==> src/rtl/mips_prog_loader_if.sv <==
// rtl/mips_prog_loader_if.sv - byte stream input and memory write bus of the program loader
interface mips_prog_loader_if #(
    parameter int ADDR_W = 10
);
    logic [7:0]        byte_in;
    logic              byte_valid;
    logic              byte_ready;
    logic              mem_we;
    logic [ADDR_W-1:0] mem_addr;
    logic [31:0]       mem_wdata;

    modport master (
        input  byte_in, byte_valid,
        output byte_ready, mem_we, mem_addr, mem_wdata
    );

    modport slave (
        output byte_in, byte_valid,
        input  byte_ready, mem_we, mem_addr, mem_wdata
    );
endinterface

==> src/rtl/mips_prog_loader.sv <==
// rtl/mips_prog_loader.sv - boot loader: length-prefixed byte frame into word memory with XOR check
module mips_prog_loader #(
    parameter int ADDR_W = 10,
    parameter int DEPTH  = 1024
) (
    input  logic                clk1,
    input  logic                rst,
    input  logic                start_i,
    mips_prog_loader_if.master  bus,
    output logic                busy_o,
    output logic                done_o,
    output logic                err_o,
    output logic                core_run_o,
    output logic [ADDR_W:0]     words_loaded_o
);
    typedef enum logic [2:0] {IDLE, LEN_HI, LEN_LO, DATA, CSUM, DONE, ERR} state_t;

    state_t          state_q;
    logic [7:0]      len_hi_q;
    logic [7:0]      csum_q;
    logic [23:0]     word_q;
    logic [1:0]      bcnt_q;
    logic [ADDR_W:0] len_q;

    logic [15:0]     len_d;
    logic [ADDR_W:0] wcount_d;
    logic            accept;

    always_comb begin
        len_d    = {len_hi_q, bus.byte_in};
        wcount_d = words_loaded_o + 1'b1;
        accept   = bus.byte_valid && bus.byte_ready;
    end

    always_ff @(posedge clk1) begin
        if (rst) begin
            state_q        <= IDLE;
            len_hi_q       <= '0;
            csum_q         <= '0;
            word_q         <= '0;
            bcnt_q         <= '0;
            len_q          <= '0;
            bus.byte_ready <= 1'b0;
            bus.mem_we     <= 1'b0;
            bus.mem_addr   <= '0;
            bus.mem_wdata  <= '0;
            busy_o         <= 1'b0;
            done_o         <= 1'b0;
            err_o          <= 1'b0;
            core_run_o     <= 1'b0;
            words_loaded_o <= '0;
        end else begin
            bus.mem_we <= 1'b0;
            case (state_q)
                // start is only honoured when no load is running; a restart clears all flags
                IDLE, DONE, ERR: begin
                    if (start_i) begin
                        state_q        <= LEN_HI;
                        busy_o         <= 1'b1;
                        bus.byte_ready <= 1'b1;
                        done_o         <= 1'b0;
                        err_o          <= 1'b0;
                        core_run_o     <= 1'b0;
                        words_loaded_o <= '0;
                        csum_q         <= '0;
                        bcnt_q         <= '0;
                    end
                end
                LEN_HI: begin
                    if (accept) begin
                        len_hi_q <= bus.byte_in;
                        state_q  <= LEN_LO;
                    end
                end
                LEN_LO: begin
                    if (accept) begin
                        len_q <= len_d[ADDR_W:0];
                        if (len_d == 16'd0 || len_d > 16'(DEPTH)) begin
                            state_q        <= ERR;
                            bus.byte_ready <= 1'b0;
                            busy_o         <= 1'b0;
                            err_o          <= 1'b1;
                        end else begin
                            state_q <= DATA;
                        end
                    end
                end
                DATA: begin
                    if (accept) begin
                        word_q <= {word_q[15:0], bus.byte_in};
                        csum_q <= csum_q ^ bus.byte_in;
                        bcnt_q <= bcnt_q + 2'd1;
                        // word_q already holds the three leading bytes, most significant first
                        if (bcnt_q == 2'd3) begin
                            bus.mem_we     <= 1'b1;
                            bus.mem_addr   <= words_loaded_o[ADDR_W-1:0];
                            bus.mem_wdata  <= {word_q, bus.byte_in};
                            words_loaded_o <= wcount_d;
                            if (wcount_d == len_q) begin
                                state_q <= CSUM;
                            end
                        end
                    end
                end
                CSUM: begin
                    if (accept) begin
                        bus.byte_ready <= 1'b0;
                        busy_o         <= 1'b0;
                        if (bus.byte_in == csum_q) begin
                            state_q    <= DONE;
                            done_o     <= 1'b1;
                            core_run_o <= 1'b1;
                        end else begin
                            state_q <= ERR;
                            err_o   <= 1'b1;
                        end
                    end
                end
                default: state_q <= IDLE;
            endcase
        end
    end
endmodule

==> src/flat_wrapper.sv <==
// flat-port wrapper written by rule: the top's interface ports become plain ports
module mips_prog_loader_flat 
#(
    parameter int ADDR_W = 10,
    parameter int DEPTH  = 1024
)
  (clk1, rst, start_i, busy_o, done_o, err_o, core_run_o, words_loaded_o, bus_byte_in, bus_byte_valid, bus_byte_ready, bus_mem_we, bus_mem_addr, bus_mem_wdata);
  mips_prog_loader_if #(.ADDR_W(ADDR_W)) bus_i ();
  input  logic clk1;
  input  logic rst;
  input  logic start_i;
  output logic busy_o;
  output logic done_o;
  output logic err_o;
  output logic core_run_o;
  output logic [ADDR_W:0] words_loaded_o;
  input wire logic [$bits(bus_i.byte_in)-1:0] bus_byte_in;
  input wire logic [$bits(bus_i.byte_valid)-1:0] bus_byte_valid;
  output wire logic [$bits(bus_i.byte_ready)-1:0] bus_byte_ready;
  output wire logic [$bits(bus_i.mem_we)-1:0] bus_mem_we;
  output wire logic [$bits(bus_i.mem_addr)-1:0] bus_mem_addr;
  output wire logic [$bits(bus_i.mem_wdata)-1:0] bus_mem_wdata;
  assign bus_i.byte_in = bus_byte_in;
  assign bus_i.byte_valid = bus_byte_valid;
  assign bus_byte_ready = bus_i.byte_ready;
  assign bus_mem_we = bus_i.mem_we;
  assign bus_mem_addr = bus_i.mem_addr;
  assign bus_mem_wdata = bus_i.mem_wdata;
  mips_prog_loader #(.ADDR_W(ADDR_W), .DEPTH(DEPTH)) u_core (.clk1(clk1), .rst(rst), .start_i(start_i), .bus(bus_i), .busy_o(busy_o), .done_o(done_o), .err_o(err_o), .core_run_o(core_run_o), .words_loaded_o(words_loaded_o));
endmodule
==> config.mk <==
export PLATFORM = sky130hd
export DESIGN_NAME = mips_prog_loader_flat
export DESIGN_NICKNAME = d
export VERILOG_FILES = /design/src/rtl/mips_prog_loader_if.sv /design/src/rtl/mips_prog_loader.sv /design/src/flat_wrapper.sv
export SDC_FILE = /design/constraint.sdc
export NUM_CORES = 1
export LEC_CHECK = 0
export CAP_MARGIN = 0
export CORE_ASPECT_RATIO = 1.1
export CORE_MARGIN = 5
export CORE_UTILIZATION = 25
export DETAILED_ROUTE_END_ITERATION = 10
export PLACE_DENSITY = 0.51
export RECOVER_POWER = 100
export SLEW_MARGIN = 20
export SYNTH_ARGS = -nofsm -noshare
export SYNTH_HDL_FRONTEND = slang
export SYNTH_SLANG_ARGS = --single-unit
==> constraint.sdc <==
create_clock -name clk1 -period 2.6 [get_ports clk1]
set_clock_uncertainty 0.15 [all_clocks]
set_input_delay 0.26 -clock clk1 [delete_from_list [all_inputs] [get_ports clk1]]
set_output_delay 0.26 -clock clk1 [all_outputs]
set_load 0.005 [all_outputs]
# After elaboration in Yosys (flattened, before gate mapping)
# Index checks and enable logic that the tools add are counted.
# word_totals
register_bits	113
output_inout_bits	59
# classes
addsub	2
magnitude_cmp	1
n_eq_ne	19
mux	35
bitwise	3
reduce_logical	19
# op_table
operator	n
$mux W11	3
$mux W3	8
$pmux W11 S2	1
$gt A16 B11 Y1 const B	1
$logic_not A16 Y1	1
$mux W8	2
$ne A2 B1 Y1 const B	8
$pmux W8 S2	1
$pmux W3 S5	1
$mux W1	12
$add A11 B1 Y11 const B	1
$eq A11 B11 Y1	1
$eq A3 B3 Y1 const B	3
$eq A8 B8 Y1	1
$reduce_and A4 Y1	2
$xor A8 B8 Y8	1
$reduce_and A7 Y1	1
$eq A3 B2 Y1 const B	2
$mux W2	3
$pmux W1 S3	2
$reduce_and A2 Y1	3
$reduce_and A3 Y1	2
$reduce_and A6 Y1	1
$reduce_or A3 Y1	2
13 further kinds	16

# Logic depth before layout (Yosys ltp)
# Gate-level depths: netlist of run 1.
# logic_depth
ltp_word	6
depth_mapped	9
depth_no_buf	7

# Worst setup path before layout of run 1
# OpenSTA, ideal clock, no wires.
# synth_timing
kind	register to register
from	reg u_core.words_loaded_o[0]
to	reg u_core.state_q[1]
setup_time_ns	0.086
arrival_time_ns	1.901
required_time_ns	2.364
setup_slack_ns	0.462
stages_incl_launch_ff	8
period_less_slack_ns	2.138
cell_sequence	dfxtp_1 > ha_1 > nand3_2 > o21a_1 > a211o_1 > a31o_1 > a41o_1 > a221oi_2
# synth_via
elab_chain_len	4
# synth_rtl
element	line_no	source
start, declared	mips_prog_loader.sv:14	output logic [ADDR_W:0] words_loaded_o
start signal, assigned	mips_prog_loader.sv:98	words_loaded_o <= wcount_d;
$add A11 B1 Y11	mips_prog_loader.sv:31	wcount_d = words_loaded_o + 1'b1;
$eq A11 B11 Y1	mips_prog_loader.sv:99	if (wcount_d == len_q) begin
$ne A2 B1 Y1 (no line)	-	
$reduce_and A7 Y1 (no line)	-	
end signal, assigned	mips_prog_loader.sv:37	state_q <= IDLE;
end signal, assigned	mips_prog_loader.sv:100	state_q <= CSUM;
end signal, assigned	mips_prog_loader.sv:110	state_q <= DONE;
end, declared	mips_prog_loader.sv:18	state_t state_q;
# No other way between the ends.
# A chain may end at the register's enable or synchronous reset.

# Worst setup path after layout of run 1
# Same ends and word-level chain as after synthesis.

==> metrics.md, run 1 <==
| Metric | Value |
|---|---|
| Max clock buf depth | `2` |
| Asr flop ratio synth | `0` |
| Launching point of the worst reg2reg path | `u_core.words_loaded_o[0]` |
| Starting density of the core | `0.254` |
| Count of yosys warnings during synthesis | `0` |
| Per-cell routed wire length | `14.3 um` |
| Sequential fraction of the synthesis area | `0.467` |
| Distinct cell type count of the synthesized netlist | `50` |
| Leakage component of the power | `2.36 nW` |
| Pin slew with the least headroom to its limit | `0.819 ns` |
| Final RePlAce weighted congestion | `0.809` |
| Setup violation total in the final timing report | `0` |
| Via count | `4,407` |
| Number of diodes | `0` |
| Final Max Tran Viols | `0` |
| DRC violations left | `0` |
| Initial antenna violation count | `0` |
| CP startpoint | `u_core.words_loaded_o[0]` |
| Critical path's largest stage delay | `0.40 ns` |
| Max FO, Critical Path | `7` |
| Total overflow reported by the global router | `0` |
| Most used flip-flop cell after synthesis | `sky130_fd_sc_hd__dfxtp_1` |
| Maximum clock frequency | `422 MHz` |
| Vias per cell | `4.62` |
| First-pass detailed-route iteration total | `4` |
| Clk Latency, worst-skew pair | `0.41 ns` |
| Resized Gates After CTS | `0` |
| Mean cell area of the mapped netlist | `7.74 um^2` |
| Final count of hold timing violations | `0` |
| Arr. time, crit path | `2.54 ns` |
| Synthesized net count | `640` |
| Number of nets with antenna violations after routing | `0` |
| Rel. slew slack | `0.451` |
| Overall power after layout | `4.82 mW` |
| Max H-tree Level | `4` |
| CTS tree | `done` |
| Total negative slack for setup checks | `0 ns` |
| Initial drt markers | `342` |
| Final cycle utilization of the critical path | `0.912` |
| Number of placement rows | `53` |
| Final-stage net count | `707` |
| Vias in the first global route | `4,140` |
| Kind of path behind the tightest hold check | `primary input to flip-flop` |
| Root Buffer | `sky130_fd_sc_hd__clkbuf_16` |
| Global-route wire length before repair | `22,100 um` |
| Largest net degree at the start of global routing | `67` |
| Number of primary I/O pins | `71` |
| Half-perimeter wire length of the detailed placement result | `9500 um` |
| Status | `complete, no violations` |
| Number of clock sinks | `113` |
| Horizontal die dimension | `143 um` |
| Hold Crit Start | `rst` |
| Startpoint types | `flip-flop` |
| Post-synthesis sequential element count | `113` |
| Max-capacitance violation count | `0` |
| Fraction of layout cells with a size suffix above 1 | `0.103` |
| Clock-pin slew on the worst setup and hold paths | `0.05 ns` |
| Core footprint | `19,100 um^2` |
| Cell count after synthesis | `626` |
| Netlist area before placement | `4840 um^2` |
| Worst reg-to-reg setup slack | `0.23 ns` |
| Worst Path Required | `2.77 ns` |
| Peak supply drop | `0.459 mV` |
| Postcts setup bufs | `0` |
| Capturing instance or port of the critical path | `u_core.state_q[1]` |
| Critical-path top delay cell | `sky130_fd_sc_hd__nor3_1` |
| Total wirelength of the detailed-routed design | `13,600 um` |
| Total global routing track utilization | `0.125` |
| Power density normalized to cell area | `748 nW/um^2` |
| FF-to-FF path depth | `7` |
| Endpoint of the worst-slack reg-to-reg timing path | `u_core.state_q[1]` |
| Post-synth EDFFs | `0` |
| Number of buffers inserted during clock tree synthesis | `17` |
| Critical-path cell list | `clkbuf_1 -> nand3_1 -> nor3_1 -> xnor2_1 -> nor2_1 -> a41o_1 -> a221oi_1` |
| Die Area | `22,300 um^2` |
| Vertical die dimension | `156 um` |
| Time the worst path needs with I/O delays and setup | `2.37 ns` |
| Unrepaired setup endpoints after global routing | `no` |
| Critical Path End Type | `flip-flop` |
| Classification of the worst setup path | `flip-flop to flip-flop` |
| Hold-fix buffers at CTS | `0` |
| Area growth syn-to-layout | `33.0%` |
| Buffers on Ports | `70` |
[per-stage QoR]
| step | std cells | area (um^2) | utilization | setup WS [ns] | hold slack, ns |
|---|---|---|---|---|---|
| CTS | 953 | 6480 | 0.339 | 0.347 | 0.147 |
| detailed placement | 921 | 5880 | 0.308 | 0.279 | 0.297 |
| floorplan | 626 | 4840 | - | 0.462 | 0.282 |
| global route | 953 | 6440 | 0.337 | 0.110 | 0.183 |
| global placement | 921 | 5880 | 0.308 | 0.326 | 0.293 |
| finish | 953 | 6440 | 0.337 | 0.228 | 0.159 |
[flip-flops by register name (all words and copies together), names as in the netlist]
signal and count:
u_core.core_run_o 1, u_core.word_q 24, u_core.bus.mem_we 1, u_core.state_q 3, u_core.err_o 1, u_core.words_loaded_o 11, u_core.len_q 11, u_core.csum_q 8
u_core.len_hi_q 8, u_core.bus.mem_wdata 32, u_core.bus.mem_addr 10, u_core.bus.byte_ready 1, u_core.bcnt_q 2
[worst max-delay path: cells and delay by family (launching register included)]
family	cells	cell delay, ns
and+or+nand+nor	3	0.78
xor gates and xnor gates	1	0.20
buffers and inverters	1	0.32
AOI/OAI and AO/OA	2	0.49
DFF	1	0.34
[cell usage after synthesis, types with 3 or more instances]
| library cell | instances | share of area |
|---|---|---|
| sky130_fd_sc_hd__nand2_1 | 167 | 0.13 |
| sky130_fd_sc_hd__dfxtp_1 | 113 | 0.47 |
| sky130_fd_sc_hd__a21oi_1 | 109 | 0.11 |
| sky130_fd_sc_hd__nor2_1 | 39 | 0.030 |
| sky130_fd_sc_hd__clkbuf_1 | 34 | 0.026 |
| sky130_fd_sc_hd__o21ai_0 | 23 | 0.024 |
| sky130_fd_sc_hd__xor2_1 | 14 | 0.025 |
| sky130_fd_sc_hd__xnor2_1 | 12 | 0.022 |
| sky130_fd_sc_hd__buf_2 | 10 | 0.010 |
| sky130_fd_sc_hd__nand3_1 | 10 | 0.010 |
| sky130_fd_sc_hd__or2_2 | 10 | 0.013 |
| sky130_fd_sc_hd__mux2i_1 | 8 | 0.017 |
| sky130_fd_sc_hd__inv_1 | 6 | 0.0046 |
| sky130_fd_sc_hd__nor4_1 | 6 | 0.0077 |
| sky130_fd_sc_hd__and3_1 | 5 | 0.0065 |
| sky130_fd_sc_hd__nand3b_1 | 4 | 0.0062 |
| sky130_fd_sc_hd__nor3_1 | 4 | 0.0041 |
| sky130_fd_sc_hd__or3_1 | 4 | 0.0052 |
| sky130_fd_sc_hd__buf_4 | 3 | 0.0046 |
| sky130_fd_sc_hd__nand4_1 | 3 | 0.0039 |
| sky130_fd_sc_hd__nor2b_1 | 3 | 0.0039 |
[metal layers]
layer / up-vias / global-route usage / share of wire
li1: 2227 / - / -
met4: 0 / 0.0435 / 0.014
met3: 13 / 0.0340 / 0.051
met5: - / 0 / 0
met1: 2073 / 0.166 / 0.47
met2: 94 / 0.195 / 0.47
[logic make-up after synthesis]
logic type               synth area share
multiplexers                       0.0189
buffers and inverters              0.0483
XOR/XNOR                           0.0470
AND/OR/NAND/NOR                     0.241
flip-flops                          0.467
AO/OA/AOI/OAI                       0.173
adder cells (fa/ha/maj)           0.00516
[cells in the final DEF (no fill, tap or decap), types with 2 or more instances in the layout]
cell | synthesis | final
sky130_fd_sc_hd__nand2_1 | 167 | 167
sky130_fd_sc_hd__bufinv_16 | 0 | 3
sky130_fd_sc_hd__and3_1 | 5 | 5
sky130_fd_sc_hd__buf_12 | 0 | 2
sky130_fd_sc_hd__a211oi_1 | 2 | 2
sky130_fd_sc_hd__clkbuf_16 | 0 | 17
sky130_fd_sc_hd__nor3_2 | 1 | 2
sky130_fd_sc_hd__nor4_1 | 6 | 6
sky130_fd_sc_hd__o21ai_0 | 23 | 23
sky130_fd_sc_hd__nor3_1 | 4 | 4
sky130_fd_sc_hd__inv_1 | 6 | 6
sky130_fd_sc_hd__buf_4 | 3 | 19
sky130_fd_sc_hd__or4_1 | 2 | 2
sky130_fd_sc_hd__or2_2 | 10 | 10
sky130_fd_sc_hd__nor2_1 | 39 | 39
sky130_fd_sc_hd__nand3b_1 | 4 | 4
sky130_fd_sc_hd__nor2b_1 | 3 | 3
sky130_fd_sc_hd__a31oi_1 | 2 | 2
sky130_fd_sc_hd__dfxtp_1 | 113 | 113
sky130_fd_sc_hd__or3_1 | 4 | 4
sky130_fd_sc_hd__dlygate4sd3_1 | 0 | 56
sky130_fd_sc_hd__clkbuf_1 | 34 | 7
sky130_fd_sc_hd__mux2i_1 | 8 | 8
sky130_fd_sc_hd__a221oi_1 | 1 | 2
sky130_fd_sc_hd__a21oi_1 | 109 | 109
sky130_fd_sc_hd__ha_1 | 2 | 2
sky130_fd_sc_hd__clkinvlp_4 | 0 | 5
sky130_fd_sc_hd__clkdlybuf4s50_1 | 0 | 13
sky130_fd_sc_hd__o31ai_1 | 2 | 2
sky130_fd_sc_hd__xnor2_1 | 12 | 12
sky130_fd_sc_hd__nand4_1 | 3 | 3
sky130_fd_sc_hd__nand3_1 | 10 | 10
sky130_fd_sc_hd__a22oi_1 | 2 | 2
sky130_fd_sc_hd__xor2_1 | 14 | 14
sky130_fd_sc_hd__clkinv_2 | 0 | 3
sky130_fd_sc_hd__a211o_1 | 2 | 2
sky130_fd_sc_hd__nor2_2 | 2 | 2
[worst min path at each step]
stage / slack (ns) / depth (start not counted) / endpoint
global route: 0.18 / 2 / u_core.len_hi_q[5]
finish: 0.16 / 2 / u_core.len_hi_q[3]
detailed placement: 0.30 / 2 / u_core.bus.mem_wdata[28]
global placement: 0.29 / 2 / u_core.bus.mem_wdata[30]
CTS: 0.15 / 2 / u_core.len_hi_q[3]
floorplan: 0.28 / 2 / u_core.bus.mem_wdata[24]
[report_power, final]
part	internal (mW)	switching [mW]	total, mW
Sequential	1.78	0.0866	1.86
Combinational	0.243	0.354	0.597
Clock	1.53	0.833	2.36
Total	3.55	1.27	4.82
[cell type report]
class                      instances  area (um^2)
sequential                       113         2260
fill                            2052        12700
inverter                           7         26.3
timing repair buffer              97          903
clock buffer                      19          443
multi-input combinational        457         2340
clock inverter                    13          160
tap                              247          309
(Power assumes the default switching activity.)
==> inputs of run 2 (changes only) <==
clock period = 2.8 ns   (was 2.6 ns; I/O delays follow)
==> metrics.md, run 2 (same netlist as run 1, synthesis figures left out) <==
| Metric | Value |
|---|---|
| Status | `complete, no violations` |
| Global routing met3 resource utilization | `0.0331 (-0.000920)` |
| Vias per cell | `4.55 (-1.6%)` |
| Total wirelength of the detailed-routed design | `13,500 um (-1.1%)` |
| Final RePlAce weighted congestion | `0.806 (-0.36%)` |
| Number of buffers inserted during clock tree synthesis | `17 (unchanged)` |
| Area growth syn-to-layout | `32.0%` |
| Core footprint | `19,100 um^2 (unchanged)` |
| Max-capacitance violation count | `0 (unchanged)` |
| Worst hold slack | `0.236 ns (+0.0773 ns)` |
| Post-route worst setup slack | `0.371 ns (+0.143 ns)` |
| Final Max Tran Viols | `0 (unchanged)` |
| Most frequent cells in the layout | `166 x sky130_fd_sc_hd__nand2_1, 113 x sky130_fd_sc_hd__dfxtp_1, 109 x sky130_fd_sc_hd__a21oi_1, 57 x sky130_fd_sc_hd__dlygate4sd3_1, 39 x sky130_fd_sc_hd__nor2_1` |
| Total negative slack for setup checks | `0 ns (unchanged)` |
| Number of primary I/O pins | `71 (unchanged)` |
| Buffers on Ports | `70 (unchanged)` |
| Hold-fix buffers at CTS | `0 (unchanged)` |
| Root Buffer | `sky130_fd_sc_hd__clkbuf_16` |
| Horizontal die dimension | `143 um (unchanged)` |
| Classification of the worst setup path | `flip-flop to flip-flop` |
| Non-filler instance count after layout | `943 (-1.0%)` |
| Kind of path behind the tightest hold check | `primary input to flip-flop` |
| Most used routing layer in global routing | `met2` |
| Largest net degree at the start of global routing | `64 (-4.5%)` |
| Max FO, Critical Path | `30 (+23)` |
| Vertical die dimension | `156 um (unchanged)` |
| Arr. time, crit path | `2.61 ns (+0.07 ns)` |
| Time the worst path needs with I/O delays and setup | `2.43 ns (+0.0574 ns)` |
| First-pass detailed-route iteration total | `5 (+1)` |
| Final-stage net count | `697 (-1.4%)` |
| Maximum clock frequency | `412 MHz (-2.4%)` |
| Pin slew with the least headroom to its limit | `0.861 ns (+0.0414 ns)` |
| Met2 track utilization from global routing | `0.192 (-0.00246)` |
| Leakage component of the power | `2.34 nW (-0.81%)` |
| Worst Path Required | `2.98 ns (+0.21 ns)` |
| Cell count after placement | `911 (-1.1%)` |
| Per-cell routed wire length | `14.3 um (about the same)` |
| Resized Gates After CTS | `0 (unchanged)` |
| Final instance area | `6390 um^2 (-0.72%)` |
| Fraction of layout cells with a size suffix above 1 | `0.0948 (-0.00857)` |
| Met1 capacity usage during global routing | `0.163 (-0.00347)` |
| Setup violation total in the final timing report | `0 (unchanged)` |
| Via count | `4,289 (-2.7%)` |
| Initial drt markers | `351 (+2.6%)` |
| Max clock buf depth | `2 (unchanged)` |
| Startpoint types | `flip-flop` |
| Vias in the first global route | `4,064 (-1.8%)` |
| Initial antenna violation count | `0 (unchanged)` |
| Clock-pin slew on the worst setup and hold paths | `0.06 ns (about the same)` |
| Global-route wire length before repair | `21,700 um (-1.9%)` |
| Number of placement rows | `53 (unchanged)` |
| Number of diodes | `0 (unchanged)` |
| Number of nets with antenna violations after routing | `0 (unchanged)` |
| Rel. slew slack | `0.423 (-0.0277)` |
| Postcts setup bufs | `0 (unchanged)` |
| Power density normalized to cell area | `704 nW/um^2 (-5.9%)` |
| Final count of hold timing violations | `0 (unchanged)` |
| CTS tree | `done` |
| DRC violations left | `0 (unchanged)` |
| Register bank with the most flops | `u_core.bus.mem_wdata` |
| Final Core Density | `0.335 (-0.00242)` |
| Total global routing track utilization | `0.123 (-0.00153)` |
| Final cycle utilization of the critical path | `0.868 (-0.0447)` |
| Post-placement setup slack | `0.346 ns (+0.0673 ns)` |
| Starting density of the core | `0.254 (unchanged)` |
| Half-perimeter wire length of the detailed placement result | `9140 um (-3.8%)` |
| Total overflow reported by the global router | `0 (unchanged)` |
| Max H-tree Level | `4 (unchanged)` |
| Peak supply drop | `0.435 mV (-5.1%)` |
| Overall power after layout | `4.50 mW (-6.6%)` |
| Unrepaired setup endpoints after global routing | `no` |
| Leading cell type in the layout, fill and taps excluded | `sky130_fd_sc_hd__nand2_1` |
| Largest register FFs | `32 (unchanged)` |
| Die Area | `22,300 um^2 (unchanged)` |
| Clk Latency, worst-skew pair | `0.42 ns (about the same)` |
| Registers with the highest flip-flop counts | `u_core.bus.mem_wdata (32), u_core.word_q (24)` |
| Number of clock sinks | `113 (unchanged)` |
| Critical Path End Type | `flip-flop` |
| Cell area after placement | `5810 um^2 (-1.1%)` |
==> run 2: changes by cell type in the layout (fill, tap and decap cells not counted), sizes merged <==
| cell | change |
|---|---|
| clkinvlp | -3 |
| clkinv | +2 |
| inv | +2 |
| buf | -6 |
| clkdlybuf4s50 | -1 |
| dlygate4sd3 | +1 |
| clkbuf | -5 |
==> run 2: layout make-up <==
type / count / area, um^2
tap: 247 / 309
sequential: 113 / 2260
clock inverter: 14 / 180
inverter: 7 / 26.3
timing repair buffer: 87 / 853
clock buffer: 18 / 429
fill: 2035 / 12700
multi-input combinational: 457 / 2330
==> run 2: worst paths after layout <==
check	start	slack (ns)	to	cells past startpoint
worst max-delay path	u_core.state_q[1]	0.37	u_core.words_loaded_o[7]	7
worst min-delay path	rst	0.24	u_core.len_hi_q[7]	2
worst max register to register	u_core.state_q[1]	0.37	u_core.words_loaded_o[7]	7
worst min register to register	u_core.bus.mem_addr[5]	0.30	u_core.bus.mem_addr[5]	2
==> run 2: worst max-delay path: stages (launching register included) <==
cell and delay, ns:
sky130_fd_sc_hd__dfxtp_1 0.63, sky130_fd_sc_hd__nand2_1 0.17, sky130_fd_sc_hd__nor3_1 0.43, sky130_fd_sc_hd__buf_12 0.25
sky130_fd_sc_hd__and2_2 0.23, sky130_fd_sc_hd__buf_4 0.21, sky130_fd_sc_hd__a21oi_1 0.08, sky130_fd_sc_hd__a211oi_1 0.20
==> run 2: metal layers <==
| layer | up-vias | wire (um) | part of all wire |
|---|---|---|---|
| li1 | 2210 | - | - |
| met1 | 1968 | 6200 | 0.46 |
| met2 | 93 | 6430 | 0.48 |
| met3 | 18 | 609 | 0.045 |
| met4 | 0 | 230 | 0.017 |
| met5 | - | 0 | 0 |
==> run 2: where the power goes <==
part | switching, mW | leakage, nW | internal, mW
combinational | 0.333 | 1.14 | 0.220
clock | 0.813 | 0.291 | 1.41
sequential | 0.0800 | 0.911 | 1.65
total | 1.23 | 2.34 | 3.28
==> inputs of run 3 (changes only) <==
REMOVE_ABC_BUFFERS = 1   (was not set)
==> metrics.md, run 3 (same netlist as run 1, synthesis figures left out) <==
| Metric | Value |
|---|---|
| Critical Path End Type | `flip-flop` |
| Number of diodes | `0 (unchanged)` |
| Arr. time, crit path | `2.63 ns (+0.02 ns)` |
| Initial drt markers | `173 (-51%)` |
| Number of clock sinks | `113 (unchanged)` |
| Per-cell routed wire length | `13.9 um (-2.6%)` |
| Classification of the worst setup path | `flip-flop to flip-flop` |
| Resized Gates After CTS | `0 (unchanged)` |
| Overall power after layout | `4.53 mW (+0.70%)` |
| Unrepaired setup endpoints after global routing | `no` |
| Max-capacitance violation count | `0 (unchanged)` |
| Vertical die dimension | `156 um (unchanged)` |
| Final count of hold timing violations | `0 (unchanged)` |
| Vias in the first global route | `4,086 (+0.54%)` |
| Starting density of the core | `0.254 (unchanged)` |
| First-pass detailed-route iteration total | `5 (unchanged)` |
| Number of primary I/O pins | `71 (unchanged)` |
| Buffers on Ports | `70 (unchanged)` |
| Combinational group share of total power | `0.123 (about the same)` |
| Sequential cell fraction of total power | `0.378 (-0.006)` |
| Number of nets with antenna violations after routing | `0 (unchanged)` |
| Final Core Density | `0.334 (-0.000655)` |
| Die Area | `22,300 um^2 (unchanged)` |
| Relative contribution of the clock network to total power | `0.499 (+0.005)` |
| Max clock buf depth | `2 (unchanged)` |
| Leakage component of the power | `2.35 nW (+0.32%)` |
| Total of fill cells in the finished design | `2,090 (+2.7%)` |
| Net switching fraction of the power | `0.254 (-0.0177)` |
| Non-filler instance count after layout | `940 (-0.32%)` |
| CP startpoint | `u_core.words_loaded_o[0]` |
| DRC violations left | `0 (unchanged)` |
| Clk Latency, worst-skew pair | `0.41 ns (about the same)` |
| Postcts setup bufs | `0 (unchanged)` |
| Largest register FFs | `32 (unchanged)` |
| Vias per cell | `4.56 (+0.18%)` |
| Final RePlAce weighted congestion | `0.787 (-2.3%)` |
| Initial antenna violation count | `0 (unchanged)` |
| Half-perimeter wire length of the detailed placement result | `8880 um (-2.8%)` |
| Hold-fix buffers at CTS | `0 (unchanged)` |
| Fraction of layout cells with a size suffix above 1 | `0.0924 (-0.00248)` |
| Largest net degree at the start of global routing | `49 (-23%)` |
| Most frequent cells in the layout | `167 x sky130_fd_sc_hd__nand2_1, 113 x sky130_fd_sc_hd__dfxtp_1, 109 x sky130_fd_sc_hd__a21oi_1, 58 x sky130_fd_sc_hd__dlygate4sd3_1, 39 x sky130_fd_sc_hd__nor2_1` |
| Total wirelength of the detailed-routed design | `13,100 um (-2.9%)` |
| Hold Crit Start | `rst` |
| Register bank with the most flops | `u_core.bus.mem_wdata` |
| Setup violation total in the final timing report | `0 (unchanged)` |
| Cell count after placement | `909 (-0.22%)` |
| Max H-tree Level | `4 (unchanged)` |
| Via count | `4,283 (-0.14%)` |
| Registers with the highest flip-flop counts | `u_core.bus.mem_wdata (32), u_core.word_q (24)` |
| Post-placement setup slack | `0.362 ns (+0.0156 ns)` |
| Number of placement rows | `53 (unchanged)` |
| Number of buffers inserted during clock tree synthesis | `17 (unchanged)` |
| Core footprint | `19,100 um^2 (unchanged)` |
| Leading cell type in the layout, fill and taps excluded | `sky130_fd_sc_hd__nand2_1` |
| Area growth syn-to-layout | `31.7%` |
| Rel. slew slack | `0.447 (+0.0238)` |
| Launching point of the worst reg2reg path | `u_core.words_loaded_o[0]` |
| Worst hold slack | `0.195 ns (-0.0409 ns)` |
| Final Max Tran Viols | `0 (unchanged)` |
| Final-stage net count | `695 (-0.29%)` |
| Worst Path Required | `2.97 ns (about the same)` |
| Root Buffer | `sky130_fd_sc_hd__clkbuf_16` |
| CTS tree | `done` |
| Startpoint types | `flip-flop` |
| Kind of path behind the tightest hold check | `primary input to flip-flop` |
| Power density normalized to cell area | `711 nW/um^2 (+0.89%)` |
| Time the worst path needs with I/O delays and setup | `2.46 ns (+0.0335 ns)` |
| Internal power summed over all cells | `3.38 mW (+3.1%)` |
| Post-route worst setup slack | `0.337 ns (-0.0335 ns)` |
| Peak supply drop | `0.424 mV (-2.6%)` |
| Status | `complete, no violations` |
| Max FO, Critical Path | `8 (-73%)` |
| Total overflow reported by the global router | `0 (unchanged)` |
| Clock-pin slew on the worst setup and hold paths | `0.05 ns (about the same)` |
| Global-route wire length before repair | `21,300 um (-1.8%)` |
| Maximum clock frequency | `406 MHz (-1.4%)` |
| Pin slew with the least headroom to its limit | `0.825 ns (-0.0355 ns)` |
| Horizontal die dimension | `143 um (unchanged)` |
| Final cycle utilization of the critical path | `0.880 (+0.0120)` |
| Psw | `1.15 mW (-5.8%)` |
| Total global routing track utilization | `0.121 (-0.00246)` |
==> run 3: cell count changes in the layout (fill, tap and decap cells not counted), sizes merged <==
cell           delta
buf               -2
bufinv            +1
inv               -3
clkinvlp          -2
clkdlybuf4s50     -1
clkinv            +2
dlygate4sd3       +1
clkbuf            +1
==> run 3: worst max-delay path: stages, from the launching register on <==
cell                       delay, ns
sky130_fd_sc_hd__dfxtp_1        0.49
sky130_fd_sc_hd__ha_1           0.36
sky130_fd_sc_hd__nand3_2        0.19
sky130_fd_sc_hd__nor3_1         0.35
sky130_fd_sc_hd__o21ai_0        0.15
sky130_fd_sc_hd__a31o_1         0.24
sky130_fd_sc_hd__a41o_1         0.19
sky130_fd_sc_hd__a221oi_1       0.25
==> run 3: metal layers <==
metal  routed length [um]  part of all wire  track usage
met4                  253             0.019       0.0543
met2                 6320              0.48        0.202
met3                  450             0.034       0.0279
met5                    0                 0            0
met1                 6050              0.46        0.148
==> run 3: power groups by stage <==
stage | combinational [mW] | clock [mW] | sequential, mW
final | 0.557 | 2.26 | 1.72
after global routing | 0.636 | 2.39 | 1.72
after CTS | 0.590 | 2.32 | 1.72
after global placement | 0.590 | 0 | 1.75
after detailed placement | 0.588 | 0 | 1.75
after floorplan | 0.357 | 0 | 1.75
==> run 3: final timing paths <==
check | endpoint | cells after the start | slack (ns)
setup reg to reg | u_core.state_q[1] | 7 | 0.34
hold reg to reg | u_core.bus.mem_wdata[18] | 2 | 0.30
setup / recovery | u_core.state_q[1] | 7 | 0.34
hold / removal | u_core.bus.mem_we | 2 | 0.20
==> run 3: layout make-up <==
type,count,area (um^2),area share
sequential,113,2260,0.354
tap,247,309,0.0484
multi-input combinational,457,2340,0.367
clock inverter,12,164,0.0257
inverter,7,26.3,0.00412
timing repair buffer,85,826,0.129
clock buffer,19,453,0.0710
==> run 3: metrics by stage <==
stage,TNS (ns),instance area (um^2)
6_report,0,6380
5_1_grt,0,6380
4_1_cts,0,6410
3_5_place_dp,0,5790
3_3_place_gp,0,5790
2_1_floorplan,-38.67,4640
